[src/rtl/if_fetch_ctrl.sv]
`default_nettype none
// ============================================================================
// Module   : if_fetch_ctrl
// Purpose  : Instruction-fetch sequencer. Owns the program counter and
//            assembles each 32-bit instruction from four byte reads on the
//            shared 8-bit RAM port (little-endian). A finished instruction is
//            offered to the IF/ID register with a valid/ready handshake.
//            A branch redirect from EX aborts any fetch in progress.
// Revision : 1.0 - initial release
// ----------------------------------------------------------------------------
// Parameters
//   ADDR_W    PC / byte-address width
//   RESET_PC  PC value loaded by reset
// Ports
//   clk               in   1       system clock, rising edge
//   rst               in   1       asynchronous, active-low reset
//   branch_flag_i     in   1       redirect pulse from EX
//   branch_addr_i     in   ADDR_W  redirect target
//   mem_grant_i       in   1       arbiter grants the RAM port this cycle
//   mem_data_i        in   8       read byte, valid the cycle after a grant
//   mem_rd_o          out  1       byte read request
//   mem_addr_o        out  ADDR_W  byte address of the request
//   inst_ready_i      in   1       IF/ID accepts the instruction
//   inst_valid_o      out  1       inst_o / inst_pc_o hold a full instruction
//   inst_o            out  32      fetched instruction
//   inst_pc_o         out  ADDR_W  address of inst_o
//   perf_inst_cnt_o   out  32      completed handshakes   (IF_FETCH_PERF_EN)
//   perf_flush_cnt_o  out  32      branch pulses seen      (IF_FETCH_PERF_EN)
// Build option
//   IF_FETCH_PERF_EN  when defined, adds the two performance counters.
// ============================================================================
module if_fetch_ctrl #(
    parameter int                ADDR_W   = 32,
    parameter logic [ADDR_W-1:0] RESET_PC = {ADDR_W{1'b0}}
) (
    input  logic              clk,
    input  logic              rst,
    input  logic              branch_flag_i,
    input  logic [ADDR_W-1:0] branch_addr_i,
    input  logic              mem_grant_i,
    input  logic [7:0]        mem_data_i,
    output logic              mem_rd_o,
    output logic [ADDR_W-1:0] mem_addr_o,
    input  logic              inst_ready_i,
    output logic              inst_valid_o,
    output logic [31:0]       inst_o,
    output logic [ADDR_W-1:0] inst_pc_o
`ifdef IF_FETCH_PERF_EN
    ,
    output logic [31:0]       perf_inst_cnt_o,
    output logic [31:0]       perf_flush_cnt_o
`endif
);

    typedef enum logic [1:0] {
        IDLE  = 2'd0,
        FETCH = 2'd1,
        HOLD  = 2'd2
    } state_t;

    state_t            state_q,      state_d;
    logic [ADDR_W-1:0] pc_q,         pc_d;
    logic [2:0]        issue_cnt_q,  issue_cnt_d;   // requests issued, 0..4
    logic              pend_q,       pend_d;        // a byte returns this cycle
    logic [1:0]        pend_idx_q,   pend_idx_d;    // which byte lane it fills
    logic              inst_valid_q, inst_valid_d;
    logic [31:0]       inst_q,       inst_d;
    logic [ADDR_W-1:0] inst_pc_q,    inst_pc_d;
    logic              req_taken;

    // ------------------------------------------------------------------------
    // State register
    // ------------------------------------------------------------------------
    always_ff @(posedge clk or negedge rst) begin
        if (!rst) begin
            state_q      <= IDLE;
            pc_q         <= RESET_PC;
            issue_cnt_q  <= 3'd0;
            pend_q       <= 1'b0;
            pend_idx_q   <= 2'd0;
            inst_valid_q <= 1'b0;
            inst_q       <= 32'd0;
            inst_pc_q    <= {ADDR_W{1'b0}};
        end else begin
            state_q      <= state_d;
            pc_q         <= pc_d;
            issue_cnt_q  <= issue_cnt_d;
            pend_q       <= pend_d;
            pend_idx_q   <= pend_idx_d;
            inst_valid_q <= inst_valid_d;
            inst_q       <= inst_d;
            inst_pc_q    <= inst_pc_d;
        end
    end

    // ------------------------------------------------------------------------
    // Request generation and next-state logic
    // ------------------------------------------------------------------------
    always_comb begin
        // Request side: issue_cnt_q[2] set means all four bytes are out.
        mem_rd_o   = (state_q == FETCH) && !issue_cnt_q[2];
        mem_addr_o = pc_q + {{(ADDR_W-3){1'b0}}, issue_cnt_q};
        req_taken  = mem_rd_o && mem_grant_i;

        state_d      = state_q;
        pc_d         = pc_q;
        issue_cnt_d  = issue_cnt_q;
        pend_d       = 1'b0;
        pend_idx_d   = pend_idx_q;
        inst_valid_d = inst_valid_q;
        inst_d       = inst_q;
        inst_pc_d    = inst_pc_q;

        if (branch_flag_i) begin
            // Redirect wins over everything; clearing pend drops any byte
            // still in flight from the aborted fetch.
            state_d      = FETCH;
            pc_d         = branch_addr_i;
            issue_cnt_d  = 3'd0;
            pend_d       = 1'b0;
            inst_valid_d = 1'b0;
        end else begin
            case (state_q)
                IDLE: begin
                    state_d = FETCH;
                end

                FETCH: begin
                    if (req_taken) begin
                        issue_cnt_d = issue_cnt_q + 3'd1;
                        pend_d      = 1'b1;
                        pend_idx_d  = issue_cnt_q[1:0];
                    end
                    if (pend_q) begin
                        inst_d[{pend_idx_q, 3'b000} +: 8] = mem_data_i;
                        // The top byte closes the fetch.
                        if (pend_idx_q == 2'd3) begin
                            inst_valid_d = 1'b1;
                            inst_pc_d    = pc_q;
                            state_d      = HOLD;
                        end
                    end
                end

                HOLD: begin
                    if (inst_ready_i) begin
                        inst_valid_d = 1'b0;
                        pc_d         = pc_q + {{(ADDR_W-3){1'b0}}, 3'd4};
                        issue_cnt_d  = 3'd0;
                        state_d      = FETCH;
                    end
                end

                default: begin
                    state_d = IDLE;
                end
            endcase
        end
    end

    assign inst_valid_o = inst_valid_q;
    assign inst_o       = inst_q;
    assign inst_pc_o    = inst_pc_q;

`ifdef IF_FETCH_PERF_EN
    // ------------------------------------------------------------------------
    // Performance counters (wrap naturally at 2^32)
    // ------------------------------------------------------------------------
    logic [31:0] perf_inst_cnt_q;
    logic [31:0] perf_flush_cnt_q;
    logic        handshake;

    // A handshake completing together with a branch still counts as consumed.
    assign handshake = (state_q == HOLD) && inst_ready_i;

    always_ff @(posedge clk or negedge rst) begin
        if (!rst) begin
            perf_inst_cnt_q  <= 32'd0;
            perf_flush_cnt_q <= 32'd0;
        end else begin
            if (handshake) begin
                perf_inst_cnt_q <= perf_inst_cnt_q + 32'd1;
            end
            if (branch_flag_i) begin
                perf_flush_cnt_q <= perf_flush_cnt_q + 32'd1;
            end
        end
    end

    assign perf_inst_cnt_o  = perf_inst_cnt_q;
    assign perf_flush_cnt_o = perf_flush_cnt_q;
`endif

endmodule
`default_nettype wire
[config.mk]
export PLATFORM = sky130hd
export DESIGN_NAME = if_fetch_ctrl
export DESIGN_NICKNAME = d
export VERILOG_FILES = /design/src/rtl/if_fetch_ctrl.sv
export SDC_FILE = /design/constraint.sdc
export NUM_CORES = 1
export LEC_CHECK = 0
export ABC_CLOCK_PERIOD_IN_PS = 2200
export CORE_AREA = 10 10 125 127
export CTS_CLUSTER_DIAMETER = 30
export DETAILED_ROUTE_END_ITERATION = 10
export DIE_AREA = 0 0 135 137
export DONT_BUFFER_PORTS = 1
export PLACE_DENSITY = 0.6
export SYNTH_ARGS = -nofsm -noshare
export SYNTH_HDL_FRONTEND = slang
export SYNTH_SLANG_ARGS = --single-unit
[constraint.sdc]
create_clock -name clk -period 2.2 [get_ports clk]
set_clock_uncertainty 0.2 [all_clocks]
set_input_delay 0.44 -clock clk [delete_from_list [all_inputs] [get_ports clk]]
set_output_delay 0.44 -clock clk [all_outputs]
set_load 0.02 [all_outputs]
==> flow_summary_export.csv <==
group,metric,value,unit
run_status,violations,"negative hold slack, negative setup slack",
setup_path,crit_fanout,11,
drt,ant_nets,0,
floorplanning,row_count,42,
clocking,clkSlewWorstSetupHoldPaths,80,ps
pwr,powerDensity,748,mW/mm^2
grt,grt.total_usage,18.1,%
pwr,peakVddDrop,0.413,mV
placement,dp_cells,808,
setup_path,end_kind,"output pin",
pwr,p_leak,3.24,nW
yosys,syn_inst,568,
setup_path,crit_arrival,2200,ps
yosys,synth_seq_cells,105,
cells_and_area,final_util,56.9,%
worst_hold_path,min_path_type,"in2async",
drt,drt_iter0_drc,329,
cells_and_area,area_delta_synth_final,33.5,%
floorplanning,die_y,137,um
clocking,clock_latency,360,ps
setup_path,rr_startpoint,"pc_q[9]",
clocking,clock_sinks,105,
drt,via_count,4625,
floorplanning,die_width,135,um
cells_and_area,nets,723,
pwr,p_int,3.64,mW
grt,grt_start_max_net_pins,106,
yosys,ys.flop_type,"dfrtp_1",
pwr,p_seq_share,50.1,%
clocking,tritoncts,"yes",
timing,final_hold_viol_count,105,
setup_path,startpoint,"pc_q[0]",
grt,grt_overflow,0,
timing,whs,-432,ps
grt,grt_pass1_wl,26200,um
yosys,synth_top_area_share,47.1,%
yosys,synth_fp_nets,625,
yosys,yosysTopAreaCell,"dfrtp_1",
floorplanning,initial_core_util,42.6,%
drt,drt-pass1-iter-count,4,
cells_and_area,mostFrequentLayoutCells,"108 x nand2_1, 105 x dfrtp_1, 94 x buf_4",
floorplanning,core,0.0131,sq mm
yosys,synth_edf_count,0,
placement,io_buffers,0,
cells_and_area,instances_no_fill,848,
drt,wl,16600,um
placement,dpl.hpwl,12000,um
drt,viasPerCell,5.45,
yosys,yosys_warnings,0,
yosys,syn_area,0.00558,sq mm
clocking,htree_levels,3,
timing,drv_slew,0,
placement,gp_congestion,0.835,
timing,rsz0062_at_grt,"yes",
grt,grt_pass1_vias,4666,
cells_and_area,layout_commonest_cell,"nand2_1",
run_status,status,"finished with violations",
timing,fmax,352,MHz
timing,slew_headroom,54.9,%
cells_and_area,final_layout_size_suffix_gt1_share,34.1,%
timing,worst_slack,-639,ps
pwr,switching_share,34.6,%
yosys,async_reset_ff_share,100,%
placement,dp_slack,-732,ps
cells_and_area,fillCellCount,1108,
timing,worst_pin_slew,674,ps
clocking,clk_path_buf_depth,2,
timing,setup_viol,34,
setup_path,startpoint_type,"register",
clocking,cts_made_buffers,9,
clocking,cts_hold_buf,11,
setup_path,rrSetupSlack,-110,ps
drt,drc,0,
job,cap_violations,0,
yosys,synth_area_leaders,"dfrtp_1 47%, nand2_1 7.5%, mux2_2 7.1%",
floorplanning,die-area,0.0185,sq mm
pwr,power_frac_clock,29.2,%
yosys,avgSynthCellArea,9.82,sq um
grt,antenna_found_initial,1,
clocking,root_buffer,"clkbuf_16",
timing,period_minus_slack,2840,ps
setup_path,required,1560,ps
timing,fin_crit_sh,129,%
pwr,combPwrFrac,20.7,%
floorplanning,boundaryPins,143,
drt,avgRoutedWirePerCell,19.6,um
setup_path,crit_type,"reg2out",
yosys,synth.distinct_cells,56,
pwr,switching_power,1.93,mW
yosys,synth-seq-area-share,47.1,%
kinds of logic after synthesis:
logic type,share of synthesized area [%]
AND/OR/NAND/NOR,21.3
flip-flops,47.1
AO/OA/AOI/OAI,9.44
buffers and inverters,5.43
XOR/XNOR,6.91
multiplexers,7.06
adder cells (fa/ha/maj),2.83
cells in the mapped netlist, types with 2 or more instances:
master / n
nand2b_1: 3
nor2_1: 31
xor2_1: 10
and4_2: 2
nor4_1: 6
and4_1: 4
o41ai_1: 2
a22oi_1: 2
nand4_2: 3
nand2_1: 112
inv_1: 6
nor4bb_1: 2
and2_1: 2
o31ai_1: 8
a21oi_1: 5
nand4_1: 13
mux2_2: 35
ha_1: 11
clkbuf_1: 13
or4_1: 8
buf_4: 3
a31oi_1: 14
nand3b_1: 2
buf_2: 11
xnor2_1: 34
or3_1: 6
dfrtp_1: 105
nand3_1: 14
nor3b_1: 3
nor2b_1: 2
clkbuf_8: 7
o21ai_0: 54
nand4b_1: 3
nor3_1: 10
worst max-delay path, stage by stage, from the launching register on:
cell	delay [ps]
dfrtp_1	360
ha_2	200
fa_2	200
a21o_1	160
nor4b_4	270
buf_12	180
nand4_1	130
xnor2_2	180
buf_4	160
through the flow:
step / power [mW] / instance area (sq um) / TNS, ps
floorplan: 3.50 / 5940 / -2540
global placement: 3.86 / 6670 / -9390
detailed placement: 3.91 / 6670 / -10830
CTS: 5.63 / 7410 / -16710
global route: 5.86 / 7450 / -19550
finish: 5.57 / 7450 / -16580
sequential cells by signal, indices dropped and copies added (netlist names):
| register | cells |
|---|---|
| inst_o | 32 |
| inst_pc_o | 32 |
| inst_valid_o | 1 |
| issue_cnt_q | 3 |
| pc_q | 32 |
| pend_idx_q | 2 |
| pend_q | 1 |
| state_q | 2 |
power groups by stage:
| stage | registers (mW) | logic, mW | clock network (mW) |
|---|---|---|---|
| global placement | 2.83 | 1.03 | 0 |
| finish | 2.79 | 1.15 | 1.63 |
| CTS | 2.81 | 1.14 | 1.68 |
| global route | 2.85 | 1.26 | 1.75 |
| detailed placement | 2.85 | 1.06 | 0 |
| floorplan | 2.75 | 0.758 | 0 |
metal layers:
layer | share of wire [%] | vias to the layer above | GRT usage [%]
li1 | - | 2182 | -
met1 | 40 | 2283 | 21.2
met2 | 49 | 131 | 29.9
met3 | 8.0 | 29 | 5.54
met4 | 2.9 | 0 | 8.13
met5 | 0 | - | 0
path summary, 6_finish.rpt:
path / endpoint / depth (start not counted)
max: mem_addr_o[30] / 8
min: pc_q[27] / 0
max reg2reg: pc_q[23] / 6
min reg2reg: pend_idx_q[0] / 3
max in group asynchronous: inst_valid_o / 0
min in group clk: inst_o[12] / 2
timing repair:
item	in CTS	in global routing
pin swaps	23	11
hold endpoints to repair	127	105
endpoints found under the setup margin	37	41
gates resized for setup	41	12
buffers inserted	8	5
gates cloned	2	0
final cells by class:
| class | instances | area, sq um | area share [%] |
|---|---|---|---|
| Inverter | 6 | 22.5 | 0.302 |
| Antenna cell | 1 | 2.50 | 0.0336 |
| Timing Repair Buffer | 126 | 1100 | 14.7 |
| Clock buffer | 10 | 239 | 3.21 |
| Tap cell | 176 | 220 | 2.96 |
| Sequential cell | 105 | 2630 | 35.3 |
| Clock inverter | 6 | 56.3 | 0.756 |
| Multi-Input combinational cell | 418 | 3190 | 42.8 |
No activity file was read; power rests on OpenSTA's default activity.
